`config.mk`:
```
export PLATFORM = sky130hd
export DESIGN_NAME = vending_machine
export DESIGN_NICKNAME = d
export VERILOG_FILES = /design/src/rtl/vending_machine_pkg.sv /design/src/rtl/vending_machine_seg7_decoder.sv /design/src/rtl/vending_machine.sv
export SDC_FILE = /design/constraint.sdc
export NUM_CORES = 1
export LEC_CHECK = 0
export ABC_AREA = 1
export ABC_CLOCK_PERIOD_IN_PS = 5200
export CAP_MARGIN = 20
export CELL_PAD_IN_SITES_DETAIL_PLACEMENT = 0
export CELL_PAD_IN_SITES_GLOBAL_PLACEMENT = 2
export CORE_ASPECT_RATIO = 0.8
export CORE_MARGIN = 2
export CORE_UTILIZATION = 35
export CTS_CLUSTER_SIZE = 25
export DETAILED_ROUTE_END_ITERATION = 7
export PLACE_DENSITY = 0.91
export SETUP_SLACK_MARGIN = 0.02
export SLEW_MARGIN = 5
export SYNTH_ARGS = -nofsm -noshare
export SYNTH_HDL_FRONTEND = slang
export SYNTH_SLANG_ARGS = --single-unit
```
`constraint.sdc`:
```
create_clock -name clk -period 5.2 [get_ports clk]
set_input_delay 1.04 -clock clk [delete_from_list [all_inputs] [get_ports clk]]
set_output_delay 1.04 -clock clk [all_outputs]
set_load 0.005 [all_outputs]
```
`src/rtl/vending_machine_pkg.sv`:
```
// Shared definitions for the vending machine: transaction modes, default prices,
// and the 7-segment pattern table.
package vending_machine_pkg;

    typedef enum logic [1:0] {
        PURCHASE  = 2'd0,
        RESTOCK   = 2'd1,
        SET_PRICE = 2'd2,
        QUERY     = 2'd3
    } mode_e;

    localparam int PRICE_W = 4;
    localparam int DIGIT_W = 4;
    localparam int SEG_W   = 7;

    localparam logic [PRICE_W-1:0] DEFAULT_PRICE [4] = '{4'd3, 4'd4, 4'd5, 4'd6};
    localparam logic [PRICE_W-1:0] DEFAULT_PRICE_OTHER = 4'd7;

    // Bit 0 is segment a through bit 6 segment g; a lit segment is 1.
    localparam logic [SEG_W-1:0] HEX_SEG [16] = '{
        7'h3F, 7'h06, 7'h5B, 7'h4F, 7'h66, 7'h6D, 7'h7D, 7'h07,
        7'h7F, 7'h6F, 7'h77, 7'h7C, 7'h39, 7'h5E, 7'h79, 7'h71
    };

    localparam logic [SEG_W-1:0] BLANK = 7'h00;

    function automatic logic [PRICE_W-1:0] default_price(input int slot);
        if (slot >= 0 && slot < 4) begin
            return DEFAULT_PRICE[slot[1:0]];
        end
        return DEFAULT_PRICE_OTHER;
    endfunction

endpackage

```
`src/rtl/vending_machine_seg7_decoder.sv`:
```
// Combinational hex digit to 7-segment pattern (active-high); the top level
// registers and optionally inverts the result.
module seg7_decoder
    import vending_machine_pkg::*;
(
    input  logic [DIGIT_W-1:0] value,
    output logic [SEG_W-1:0]   pattern
);

    always_comb begin
        pattern = HEX_SEG[value];
    end

endmodule

```
`src/rtl/vending_machine.sv`:
```
// Vending-machine controller: one purchase/restock/set-price/query transaction per
// clock edge. Define VENDING_MACHINE_SEG_ACTIVE_LOW_EN for active-low segment outputs.
module vending_machine
    import vending_machine_pkg::*;
#(
    parameter int NUM_TYPES  = 4,
    parameter int STOCK_W    = 6,
    parameter int INIT_STOCK = 1
) (
    input  logic               clk,
    input  logic               rst,
    input  logic [1:0]         mode,
    input  logic [3:0]         in_money,
    input  logic [3:0]         product_type,
    input  logic [3:0]         number,
    output logic [SEG_W-1:0]   segment,
    output logic               status
);

    localparam int IDX_W = (NUM_TYPES > 1) ? $clog2(NUM_TYPES) : 1;
    localparam logic [31:0] STOCK_MAX = (32'd1 << STOCK_W) - 32'd1;

`ifdef VENDING_MACHINE_SEG_ACTIVE_LOW_EN
    localparam logic [SEG_W-1:0] SEG_MASK = 7'h7F;
`else
    localparam logic [SEG_W-1:0] SEG_MASK = 7'h00;
`endif
    localparam logic [SEG_W-1:0] SEG_RESET = BLANK ^ SEG_MASK;

    logic [STOCK_W-1:0] stock [NUM_TYPES];
    logic [PRICE_W-1:0] price [NUM_TYPES];

    mode_e              op;
    logic               type_ok;
    logic [IDX_W-1:0]   idx;
    logic [STOCK_W-1:0] cur_stock;
    logic [PRICE_W-1:0] cur_price;
    logic [7:0]         cost;
    logic [31:0]        stock_wide;
    logic [31:0]        restock_sum;
    logic               buy_ok;

    logic [DIGIT_W-1:0] next_digit;
    logic               next_status;
    logic               stock_we;
    logic [STOCK_W-1:0] stock_wdata;
    logic               price_we;
    logic [SEG_W-1:0]   dec_pattern;

    assign op      = mode_e'(mode);
    assign type_ok = ({28'd0, product_type} < 32'(NUM_TYPES));
    assign idx     = type_ok ? product_type[IDX_W-1:0] : '0;

    assign cur_stock = stock[idx];
    assign cur_price = price[idx];

    // Full 8-bit product so a large quantity never wraps into an affordable cost.
    assign cost        = {4'd0, cur_price} * {4'd0, number};
    assign stock_wide  = 32'(cur_stock);
    assign restock_sum = stock_wide + 32'(number);
    assign buy_ok      = (number != 4'd0)
                      && (32'(number) <= stock_wide)
                      && ({4'd0, in_money} >= cost);

    // Transaction decision: what to show, whether it succeeded, and which slot to update.
    always_comb begin
        next_digit  = 4'd0;
        next_status = 1'b0;
        stock_we    = 1'b0;
        stock_wdata = cur_stock;
        price_we    = 1'b0;

        if (!type_ok) begin
            next_digit = (op == PURCHASE) ? in_money : 4'd0;
        end else begin
            case (op)
                PURCHASE: begin
                    if (buy_ok) begin
                        stock_we    = 1'b1;
                        stock_wdata = cur_stock - STOCK_W'(number);
                        next_status = 1'b1;
                        next_digit  = in_money - cost[3:0];
                    end else begin
                        next_digit  = in_money;
                    end
                end
                RESTOCK: begin
                    stock_we    = 1'b1;
                    stock_wdata = (restock_sum > STOCK_MAX) ? STOCK_MAX[STOCK_W-1:0]
                                                            : restock_sum[STOCK_W-1:0];
                    next_status = 1'b1;
                    next_digit  = number;
                end
                SET_PRICE: begin
                    next_digit = in_money;
                    if (in_money != 4'd0) begin
                        price_we    = 1'b1;
                        next_status = 1'b1;
                    end
                end
                QUERY: begin
                    next_status = 1'b1;
                    next_digit  = (stock_wide > 32'd15) ? 4'hF : stock_wide[3:0];
                end
                default: begin
                    next_status = 1'b0;
                end
            endcase
        end
    end

    seg7_decoder u_seg7_decoder (
        .value   (next_digit),
        .pattern (dec_pattern)
    );

    // All architectural state: product tables plus the registered display result.
    always_ff @(posedge clk or posedge rst) begin
        if (rst) begin
            segment <= SEG_RESET;
            status  <= 1'b0;
            for (int i = 0; i < NUM_TYPES; i++) begin
                stock[i] <= STOCK_W'(INIT_STOCK);
                price[i] <= default_price(i);
            end
        end else begin
            segment <= dec_pattern ^ SEG_MASK;
            status  <= next_status;
            if (stock_we) begin
                stock[idx] <= stock_wdata;
            end
            if (price_we) begin
                price[idx] <= in_money;
            end
        end
    end

endmodule

```
### After elaboration in Yosys (flattened, before gate mapping)

Memory sizes are Yosys's and may differ from the RTL's. A register that Yosys moved wholly into a read port is not among the register bits.
Index checks and enable logic that the tools add are counted.

* register bits: 41
* ROM bits: 112
* input port bits: 16
* output and inout bits: 8
* logic and storage cells: 63
* memories: 1

* $add $sub $neg: 3
* $mul: 1
* magnitude comparators: 7
* equality and inequality tests: 3
* muxes and demuxes: 30
* bitwise operators: 2
* reductions and logical operators: 7

Memory list
* (name not given): depth 16, bits a word 7, rd ports 1, clocked after memory_dff 1, write ports 0, line vending_machine_seg7_decoder.sv:11 `pattern = HEX_SEG[value];`

Operator list (number)
* 2-to-1 mux 6 bit: 6
* 2-to-1 mux 4 bit: 7
* bitwise mux 24 bit: 1
* bitwise mux 16 bit: 1
* one-hot mux 4 bit (4 select lines): 1
* binary-select mux 6 bit (select 2 bit): 1
* demux 6 bit (select 2 bit): 1
* one-hot mux 6 bit (2 select lines): 1
* binary-select mux 4 bit (select 2 bit): 1
* demux 4 bit (select 2 bit): 1
* greater-or-equal comparator 4 x 8 -> 1 bit: 1
* multiplier 4 x 4 -> 8 bit: 1
* nonzero test 4 bit: 2
* adder 6 x 4 -> 7 bit: 1
* greater-than comparator 7 x 6 -> 1 bit, second input constant: 1
* greater-than comparator 6 x 4 -> 1 bit, second input constant: 1
* <= comparator 4 x 6 -> 1 bit: 1
* 2-to-1 mux 1 bit: 6
* subtractor 6 x 4 -> 6 bit: 1
* inverter 4 -> 5 bit: 1
* equality test 2 bit, second input constant: 2
* less-than comparator 4 x 3 -> 1 bit, second input constant: 1
* subtractor 4 bit: 1
* greater-or-equal comparator 3 bit, second input constant: 1
* other kinds (9): 11

### Logic depth before layout (Yosys ltp)

* depth after elaboration: 13
* gate-level depth with buffers: 34
* mapped depth without buffers: 32

### Modules after synthesis

From an unflattened synthesis, not the netlist that was laid out.

* cell total of the unflattened synthesis: 520
* area, all modules: 3769.9 um^2

Modules (own cells, without submodules)
* vending_machine: times used 1, cells each 466, area an instance 3484.6 um^2
* seg7_decoder: times used 1, cells each 54, area an instance 285.3 um^2

### Worst setup path before layout

OpenSTA, ideal clock, no wires.

* path type: input-to-reg
* start point: in product_type[2]
* end point: reg segment[3]
* data arrival time: 5.242 ns
* slack: -0.159 ns
* cell stages on the path: 29
* path through: nor2_2 > buf_4 > nand2_1 > nor2_1 > inv_1 > o22ai_1 > a21oi_1 > o21a_1 > nand2_1 > fa_1 > inv_1 > fa_1 > inv_1 > fa_1 > ha_1 > nand2_1 > nand2_1 > nand2_1 > nor2_1 > nand2_2 > buf_6 > nand2_1 > nand3_1 > a21oi_1 > ha_1 > nand3b_1 > nand2_1 > nand2_1 > nand2_1

* cells in the longest elaborated chain, start to end: 13
* elaborated cells between the ends (all ways): 21
* those cells by class: 1 x add/sub; 1 x mul; 4 x order compare; 11 x mux; 2 x bitwise; 2 x reduce/logical

Ends and longest elaborated chain
* from (decl): line vending_machine.sv:14 `input logic [3:0] product_type,`
* less-than comparator 4 x 3 -> 1 bit (*): line vending_machine.sv:51 `assign type_ok = ({28'd0, product_type} < 32'(NUM_TYPES));`
* 2-to-1 mux 2 bit: line vending_machine.sv:52 `assign idx = type_ok ? product_type[IDX_W-1:0] : '0;`
* inverter 2 -> 3 bit (not written as such): line vending_machine.sv:54, vending_machine.sv:55
* binary-select mux 4 bit (select 2 bit) / binary-select mux 6 bit (select 2 bit) (equally long branches): line vending_machine.sv:55, vending_machine.sv:54
* 2-to-1 mux 4 bit (not written as such) / 2-to-1 mux 6 bit (equally long branches) (2 in series): line vending_machine.sv:55, vending_machine.sv:54
* multiplier 4 x 4 -> 8 bit / <= comparator 4 x 6 -> 1 bit (equally long branches): line vending_machine.sv:58, vending_machine.sv:62
* greater-or-equal comparator 4 x 8 -> 1 bit / logical AND 1 bit (equally long branches): line vending_machine.sv:63, vending_machine.sv:62
* logical AND 1 bit: line vending_machine.sv:63 `&& ({4'd0, in_money} >= cost);`
* 2-to-1 mux 4 bit: line vending_machine.sv:78 `if (buy_ok) begin`
* one-hot mux 4 bit (4 select lines): line vending_machine.sv:76 `case (op)`
* 2-to-1 mux 4 bit (*): line vending_machine.sv:73 `if (!type_ok) begin`
* inverter 4 -> 5 bit (not written as such) (*): line vending_machine_seg7_decoder.sv:11
* to (decl): line vending_machine.sv:16 `output logic [SEG_W-1:0] segment,`

Mark *: on every way between the ends. The rest lies on a longest branch, timed or not. The select of a mux whose other input is x is not followed.
A chain may end at the register's enable or synchronous reset.

### Worst setup path in the final report

* start point: in product_type[2]
* end point: reg segment[5]

The elaborated chain is that of the path after synthesis.

==> results.ini <==
[routing]
drt-total-wl_um=10400
via_count=3554
avgViaCountPerCell=4.80
drt_drc_violations_left=0
firstDrtPassIters=5
drtAntennaViolNets=0
routedWlPerCell_um=14.0
drtIter0Drc=260

[yosys]
yosysSeqAreaShare_pct=31.7
synth_edf_count=0
synthSimpleGateAreaFrac_pct=33.3
synth_compound_area_share_pct=12.4
synth_mux_area_share_pct=0
ys.flop_type=dfrtp_1
synthArstFlopShare_pct=100
synth_top_family_by_area=simple AND/OR/NAND/NOR gates
synth_nets=589
yosys.area_share.xor_xnor_pct=0.914
ys_ff_latch=48
avgSynthCellArea_sq_um=7.16
syn-instance-count=535
synth.distinct_cells=40
ys.warnings.count=0
syn_area_sq_um=3830
synth-adder-area-share_pct=13.8

[pwr]
vdd_drop_max_mv=0.117
power_density_nw_per_um2=244
p_leak_nw=2.45

[finish]
final_layout_size_suffix_gt1_share_pct=22.6
diodes=0
layout_common_cells=nand2_1 (161), inv_1 (53), nor2_1 (43), buf_4 (38), dfrtp_1 (37)
area_delta_synth_final_pct=26.7
final_common_cell=nand2_1
nets=650
final_cells=741
design_area_sq_um=4860

[worst_setup_path]
critPathLaunch=product_type[2]
startpoint_type=input pin
r2r_start=price[4]
required_ns=5.44
r2r_setup_slack_ns=0.91
reg2regPathDepth=24
critical_path.most_common_cell=nand2_1
slowest_stage=fa_2
worst_setup_path_end_kind=register
endpoint=segment[5]
arrival_ns=5.21
crit_type=in -> reg
worstPathMaxFanout=5
max_stage_delay_ns=0.46
r2r_end=segment[5]

[sta]
rsz0062_at_grt=false
post-route-min-period_ns=4.97
finalHoldViolations=0
max_freq_mhz=201
hold_slack_ns=0.480
maxSlewViolCount=0
clock_skew_ns=0.00870
layout_worst_path_cycle_share_pct=95.6
worstMarginPinSlew_ns=0.577
setup_violations=0
slew-limit-headroom_pct=61.5

[grt]
grt_overflow=0
grt_first_pass_wirelength_um=17200
grt_max_degree=49
grt_pass1_vias=3465
grtUsageTotal_pct=18.1
antenna_found_initial=0

[cts]
cts_root_buffer=clkbuf_16
clockBufferDepth=2
path_clk_slew_ns=0.07
htreeDepth=2
clock-sinks=48
clkLatencyLatePin_ns=0.30
cts_inserted_buffers=5
hold_buffers=0
tritoncts=built

[job]
maxCapViolCount=0

[placement]
gp_congestion=0.872
io_buffer_count=23
placed_cells=724
placed_area_sq_um=4440
dp_hpwl_um=7880

[floorplanning]
core.rowCount=34
start_util_pct=35.6
ios=24
die_w_um=121
die_h_um=97.6
core_sq_um=10800
dieArea_sq_um=11800

[outcome]
status=finished clean

[min_path]
min_from=stock[11]
hold_path_class=reg -> reg

-- synthesized netlist by cell type (4+ instances only) --
master,instances,area share [%]
nand2_1,176,17
inv_1,58,5.7
nor2_1,49,4.8
dfrtp_1,37,24
o21ai_0,34,4.4
ha_1,31,10
nand3_1,25,3.3
a21oi_1,22,2.9
nand4_1,16,2.6
dfstp_2,11,7.5
nand2_2,11,1.8
fa_1,7,3.7
o21ai_1,6,0.78
inv_2,5,0.49
nand3b_1,4,0.78
nor2_2,4,0.65
o22ai_1,4,0.65
-- how the worst min path moves through the flow --
stage	endpoint	slack (ns)	cells after the start
3_5_place_dp	stock[11]	0.47	2
6_report	stock[11]	0.48	2
5_1_grt	price[15]	0.51	2
3_3_place_gp	price[15]	0.46	2
4_1_cts	stock[11]	0.48	2
2_1_floorplan	price[15]	0.45	2
-- state kept, by name, indices dropped and copies added, names as in the netlist --
name,cells
status,1
stock,24
segment,7
price,16
-- stage by stage --
step	setup TNS, ns	total power [mW]	worst slack (ns)	utilization, %
2_1_floorplan	0	0.661	0.0270	-
3_3_place_gp	-12.81	0.798	-0.492	41.3
3_5_place_dp	-14.07	0.803	-0.571	41.3
4_1_cts	0	1.15	0.0334	42.9
5_1_grt	0	1.26	0.00813	45.1
6_report	0	1.18	0.227	45.1
-- area by class of cell --
cell class                      count  area (sq um)
Sequential cell                    48          1210
Fill cell                        1072          5910
Timing Repair Buffer               64           538
Clock buffer                        7           143
Tap cell                          144           180
Clock inverter                      1          7.51
Multi-Input combinational cell    414          2530
Inverter                           63           239
-- logic make-up after synthesis --
family                   Yosys count
AO/OA/AOI/OAI                     80
adder cells (fa/ha/maj)           38
flip-flops                        48
XOR/XNOR                           4
AND/OR/NAND/NOR                  292
buffers and inverters             73
-- per-layer routing --
| layer | vias to the layer above | part of all wire (%) | GRT usage (%) |
|---|---|---|---|
| met1 | 1632 | 51 | 27.1 |
| met4 | 0 | 1.3 | 4.20 |
| li1 | 1838 | - | - |
| met2 | 73 | 43 | 27.3 |
| met3 | 11 | 3.8 | 2.82 |
| met5 | - | 0 | 0 |
-- repair_timing --
action / CTS / global route
endpoints found under the setup margin: 31 / 31
pin swaps: 5 / 24
setup buffers: 2 / 6
gates resized for setup: 9 / 52
-- power by group --
group	switching, mW	internal (mW)	total, mW	leakage (nW)
Combinational	0.236	0.194	0.431	1.78
Clock	0.146	0.192	0.337	0.0701
Sequential	0.0125	0.404	0.416	0.604
-- critical path, delay by kind of cell --
kind | cells | cell delay [ns]
and+or+nand+nor | 16 | 1.39
AOI/OAI and AO/OA | 3 | 0.56
adders and majority gates | 5 | 1.74
buffers and inverters | 5 | 0.47
Power figures use the tool's default switching activity.
